$ cat src/rtl/sync_8b10b_pkg.sv
// Shared types and helpers for the 8b/10b receive link synchroniser.
package sync_8b10b_pkg;

  // Decoded K28.5 comma byte.
  localparam logic [7:0] K28_5 = 8'hBC;

  typedef enum logic [1:0] {
    StLoss   = 2'd0,
    StAcq    = 2'd1,
    StSynced = 2'd2
  } link_state_e;

  // A comma is a clean, valid K word carrying the comma byte; a violated comma is not a comma.
  function automatic logic is_comma(input logic       dv,
                                    input logic       k,
                                    input logic [7:0] d,
                                    input logic       viol,
                                    input logic [7:0] comma);
    return dv & k & (d == comma) & ~viol;
  endfunction

endpackage

$ cat src/rtl/sat_counter.sv
// Saturating up-counter with synchronous clear; holds at all-ones.
module sat_counter #(
  parameter int unsigned WIDTH = 16
) (
  input  logic             i_clk,
  input  logic             i_clr,
  input  logic             i_inc,
  output logic [WIDTH-1:0] o_count
);

  logic [WIDTH-1:0] r_count;

  // Clear has priority; increment stops at the all-ones ceiling.
  always_ff @(posedge i_clk) begin
    if (i_clr) begin
      r_count <= '0;
    end else if (i_inc && (r_count != '1)) begin
      r_count <= r_count + 1'b1;
    end
  end

  assign o_count = r_count;

endmodule

$ cat src/rtl/link_sync_8b10b.sv
// Comma-based link acquire/lose controller sitting after the 8b/10b decoder.
// Requests bit-slips while unsynchronised and forwards decoded words only while in sync.
module link_sync_8b10b
  import sync_8b10b_pkg::*;
#(
  parameter int unsigned ACQ_COMMAS   = 3,
  parameter int unsigned LOSS_VIOLS   = 4,
  parameter int unsigned GOOD_RUN     = 4,
  parameter int unsigned SLIP_TIMEOUT = 64,
  parameter logic [7:0]  COMMA        = K28_5
) (
  input  logic        CLK,
  input  logic        RST,
  input  logic        DVI,
  input  logic        KI,
  input  logic [7:0]  DI,
  input  logic        VIOLI,
  output logic        SLIP,
  output logic        SYNC,
  output logic        DVO,
  output logic        K,
  output logic [7:0]  DO,
  output logic        VIOL,
  output logic [15:0] ERR_CNT
);

  localparam int unsigned CW = $clog2(ACQ_COMMAS + 1);
  localparam int unsigned TW = $clog2(SLIP_TIMEOUT + 1);
  localparam int unsigned BW = $clog2(LOSS_VIOLS + 1);
  localparam int unsigned GW = $clog2(GOOD_RUN + 1);

  // Terminal values: the event fires when the counter is one short and another word arrives.
  localparam logic [CW-1:0] ACQ_LAST  = CW'(ACQ_COMMAS - 1);
  localparam logic [TW-1:0] TMO_LAST  = TW'(SLIP_TIMEOUT - 1);
  localparam logic [BW-1:0] BAD_LAST  = BW'(LOSS_VIOLS - 1);
  localparam logic [GW-1:0] GOOD_LAST = GW'(GOOD_RUN - 1);

  link_state_e   r_state, w_state_d;
  logic [CW-1:0] r_comma_cnt, w_comma_d;
  logic [TW-1:0] r_tmo_cnt, w_tmo_d;
  logic [BW-1:0] r_bad_cnt, w_bad_d;
  logic [GW-1:0] r_good_cnt, w_good_d;
  logic          r_slip, w_slip_d;
  logic          r_dvo;
  logic          r_k;
  logic [7:0]    r_do;
  logic          r_viol;
  logic          w_comma;
  logic          w_err_inc;

  assign w_comma = is_comma(DVI, KI, DI, VIOLI, COMMA);

  // Next-state and counter update; nothing moves on DVI=0 cycles except the SLIP pulse ending.
  always_comb begin
    w_state_d = r_state;
    w_comma_d = r_comma_cnt;
    w_tmo_d   = r_tmo_cnt;
    w_bad_d   = r_bad_cnt;
    w_good_d  = r_good_cnt;
    w_slip_d  = 1'b0;
    w_err_inc = 1'b0;

    if (DVI) begin
      case (r_state)
        StLoss: begin
          if (w_comma) begin
            w_tmo_d = '0;
            if (ACQ_COMMAS <= 1) begin
              w_state_d = StSynced;
              w_comma_d = '0;
              w_bad_d   = '0;
              w_good_d  = '0;
            end else begin
              w_state_d = StAcq;
              w_comma_d = CW'(1);
            end
          end else if (r_tmo_cnt == TMO_LAST) begin
            w_slip_d = 1'b1;
            w_tmo_d  = '0;
          end else begin
            w_tmo_d = r_tmo_cnt + 1'b1;
          end
        end

        StAcq: begin
          if (VIOLI) begin
            w_state_d = StLoss;
            w_comma_d = '0;
            w_tmo_d   = '0;
            w_bad_d   = '0;
            w_good_d  = '0;
          end else if (w_comma) begin
            if (r_comma_cnt == ACQ_LAST) begin
              w_state_d = StSynced;
              w_comma_d = '0;
              w_bad_d   = '0;
              w_good_d  = '0;
            end else begin
              w_comma_d = r_comma_cnt + 1'b1;
            end
          end
        end

        StSynced: begin
          if (VIOLI) begin
            w_err_inc = 1'b1;
            w_good_d  = '0;
            if (r_bad_cnt == BAD_LAST) begin
              w_state_d = StLoss;
              w_comma_d = '0;
              w_tmo_d   = '0;
              w_bad_d   = '0;
            end else begin
              w_bad_d = r_bad_cnt + 1'b1;
            end
          end else if (r_good_cnt == GOOD_LAST) begin
            // A full clean run forgives one violation.
            w_good_d = '0;
            if (r_bad_cnt != '0) begin
              w_bad_d = r_bad_cnt - 1'b1;
            end
          end else begin
            w_good_d = r_good_cnt + 1'b1;
          end
        end

        default: begin
          w_state_d = StLoss;
        end
      endcase
    end
  end

  // State and counter registers.
  always_ff @(posedge CLK) begin
    if (RST) begin
      r_state     <= StLoss;
      r_comma_cnt <= '0;
      r_tmo_cnt   <= '0;
      r_bad_cnt   <= '0;
      r_good_cnt  <= '0;
      r_slip      <= 1'b0;
    end else begin
      r_state     <= w_state_d;
      r_comma_cnt <= w_comma_d;
      r_tmo_cnt   <= w_tmo_d;
      r_bad_cnt   <= w_bad_d;
      r_good_cnt  <= w_good_d;
      r_slip      <= w_slip_d;
    end
  end

  // Forwarding registers; valid only for words seen while already in sync.
  always_ff @(posedge CLK) begin
    if (RST) begin
      r_dvo  <= 1'b0;
      r_k    <= 1'b0;
      r_do   <= 8'h00;
      r_viol <= 1'b0;
    end else begin
      r_dvo <= DVI & (r_state == StSynced);
      if (DVI) begin
        r_k    <= KI;
        r_do   <= DI;
        r_viol <= VIOLI;
      end
    end
  end

  sat_counter #(
    .WIDTH (16)
  ) u_err_cnt (
    .i_clk   (CLK),
    .i_clr   (RST),
    .i_inc   (w_err_inc),
    .o_count (ERR_CNT)
  );

  assign SLIP = r_slip;
  assign SYNC = (r_state == StSynced);
  assign DVO  = r_dvo;
  assign K    = r_k;
  assign DO   = r_do;
  assign VIOL = r_viol;

endmodule

$ cat config.mk
export PLATFORM = sky130hd
export DESIGN_NAME = link_sync_8b10b
export DESIGN_NICKNAME = d
export VERILOG_FILES = /design/src/rtl/sync_8b10b_pkg.sv /design/src/rtl/sat_counter.sv /design/src/rtl/link_sync_8b10b.sv
export SDC_FILE = /design/constraint.sdc
export NUM_CORES = 1
export LEC_CHECK = 0
export ABC_CLOCK_PERIOD_IN_PS = 3800
export BUFFER_PORTS_ARGS = -buffer_cell sky130_fd_sc_hd__buf_2
export CORE_MARGIN = 2
export CORE_UTILIZATION = 50
export CTS_CLUSTER_SIZE = 10
export DETAILED_ROUTE_END_ITERATION = 12
export GPL_TIMING_DRIVEN = 0
export PLACE_DENSITY = 0.74
export SYNTH_ARGS = -nofsm -noshare
export SYNTH_HDL_FRONTEND = slang
export SYNTH_SLANG_ARGS = --single-unit
$ cat constraint.sdc
create_clock -name CLK -period 3.8 [get_ports CLK]
set_input_delay 0.19 -clock CLK [delete_from_list [all_inputs] [get_ports CLK]]
set_output_delay 0.19 -clock CLK [all_outputs]
set_load 0.03 [all_outputs]
==> impl_metrics.ini <==
[die]
rows = 25
core_um2 = 4690
start_util = 0.515
die_w_um = 73.5
dieHeight_um = 73.5
pin_count = 42
die_area_um2 = 5400

[cts]
path_clk_slew_ps = 90
cts_hold_buf = 0
insertion_delay_ps = 290
cts_resized = 0
htree_levels = 2
cts_tree = yes
cts_root_buf = clkbuf_8
clock_sinks = 45
post_cts_buffers = 0
clk_path_buf_depth = 2
numCtsBuffers = 5

[global_routing]
antenna_found_initial = 0
grtUsageTotal = 0.202
grt_pass1_vias = 1997
grt_overflow_total = 0
grt_pass1_wl_mm = 8.75
grt_max_degree = 14

[synthesis]
synth_top_area_share = 0.373
synth_seq_area_share = 0.373
synth_nets = 297
synth_most_common_cell = dfxtp_1
ys_types = 51
yosys-top-cells-count = 45 x dfxtp_1, 27 x nand2_1, 24 x nor2_1
netlist_area_um2 = 2420
synthCells = 273
synth-main-ff-cell = dfxtp_1
yosysTopAreaCell = dfxtp_1
ys_top_cells_by_area = dfxtp_1 37%, mux2i_1 7.5%, ha_1 5.7%
synthArstFlopShare = 0
synth_edf_count = 0
syn_avg_cell_area_um2 = 8.85
ys_ff_latch = 45
yosysWarnings = 0

[final_layout]
fin_nets = 343
multi_input_area_um2 = 1420
layout.cells.non_filler = 374
ff_latch_area_um2 = 901
synthToLayoutAreaGrowth_pct = 15.7
drive_gt1_frac = 0.191
nFillCells = 420
antenna-diode-count = 0

[power_and_ir_drop]
p_int_uw = 716
totalPowerFinal_uw = 921
powerDensity_nw_per_um2 = 329
ir_worst_vdd_v = 0.000194
leakage_uw = 0.00117
clockPowerShare = 0.403
switchingPower_uw = 205
seq_power_share = 0.525
combPwrFrac = 0.072
switching_share = 0.222

[timing]
fmax_mhz = 471
final-hold-violation-count = 0
max-slew-margin-rel = 0.584
rsz0062_at_grt = false
setup_tns_ps = 0
finClkSkew_ps = 8.33
period_share = 0.559
setup_viol = 0
worst_pin_slew_ps = 624
slew_violations = 0
min_period_ps = 2120

[min_path]
hold_class = in -> reg
holdPathStages = 3

[place]
hpwl_mm = 3.64
io_buffers = 39
gp_congestion = 0.776
placed_cells = 366

[drt]
ant_nets = 0
via_per_inst = 5.66
drt-initial-drc-count = 64
vias = 2117
wire_per_inst_um = 13.4
routed_wl_mm = 5.03
drc = 0
drt_first_pass_iters = 4

[run]
cap_viol_max_count = 0

[status]
status = finished clean

[setup_path]
cp.required_ps = 3990
critPathKind = reg -> reg
reg2reg_depth = 7
cp-end-kind = flop
arrival_ps = 2320
cp_max_fo = 10
cp-start-kind = flop
==> critical path, cell delays in order, from the launching register on <==
cell and delay, ps:
dfxtp_1 350, inv_1 120, ha_1 360, and3_1 220, buf_6 150, nand4_4 130
nor4_1 330, mux2_2 370
==> logic make-up (layout without fill, tap and decap cells) <==
family | count (synthesis) | in the layout | share of synthesized area
DFF | 45 | 45 | 0.373
and+or+nand+nor | 120 | 120 | 0.280
xor gates and xnor gates | 2 | 2 | 0.00725
muxes | 24 | 24 | 0.103
AOI/OAI and AO/OA | 50 | 50 | 0.142
adders and majority gates | 11 | 11 | 0.0570
buffers and inverters | 21 | 68 | 0.0378
==> placed cells by master (no fill, tap or decap), drive strengths merged, types with 2 or more instances in the layout <==
master	count
xnor2	2
nand2b	8
mux2i	18
dfxtp	45
a21boi	2
buf	47
and4	4
nor2	24
inv	9
o31ai	5
a21oi	18
nor3	4
mux2	6
nand2	27
nand3b	2
nand3	12
or4	5
nand4	10
nor4	2
a31oi	4
or3	3
clkbuf	10
a211oi	6
and3	4
o21ai	5
nand4b	2
o211ai	2
nor2b	9
ha	11
==> stage by stage <==
stage / hold WS [ps] / utilization / instance area (um2) / worst slack (ps)
finish: 145 / 0.596 / 2800 / 1680
global route: 164 / 0.596 / 2800 / 1520
CTS: 144 / 0.596 / 2800 / 1650
detailed placement: 440 / 0.571 / 2680 / 1660
global placement: 431 / 0.571 / 2680 / 1670
floorplan: 337 / - / 2420 / 1710
==> sequential cells by signal (all words and copies together) (netlist names) <==
register,cells
r_bad_cnt,3
u_err_cnt.o_count,16
r_good_cnt,3
r_comma_cnt,2
SLIP,1
K,1
VIOL,1
DO,8
DVO,1
r_state,2
r_tmo_cnt,7
==> final cells by class <==
class / instances / area share
Sequential cell: 45 / 0.322
Timing Repair Buffer: 39 / 0.0698
Tap cell: 54 / 0.0242
Clock buffer: 7 / 0.0309
Multi-Input combinational cell: 207 / 0.509
Inverter: 10 / 0.0134
Buffer: 11 / 0.0192
Clock inverter: 1 / 0.0107
==> power by group through the flow <==
stage	combinational, uW	clock [uW]	sequential, uW
4_1_cts	66.9	381	484
2_1_floorplan	32.6	0	507
5_1_grt	73.6	402	485
3_3_place_gp	65.9	0	494
6_report	66.4	371	484
3_5_place_dp	66.8	0	495
==> routing by layer <==
layer  global-route usage  up-vias  part of all wire
li1                     -     1084                 -
met1                0.254      985              0.47
met2                0.347       40              0.49
met3               0.0412        8             0.033
met4               0.0566        0             0.014
met5                    0        -                 0
==> path summary, 6_finish.rpt <==
kind,startpoint,end,slack (ps)
hold reg to reg,r_good_cnt[2],r_good_cnt[2],450
hold / removal,DI[2],DO[2],140
setup reg to reg,r_state[0],u_err_cnt.o_count[15],1680
setup / recovery,r_state[0],u_err_cnt.o_count[15],1680
Note: power is estimated with default switching activity, not from simulation.
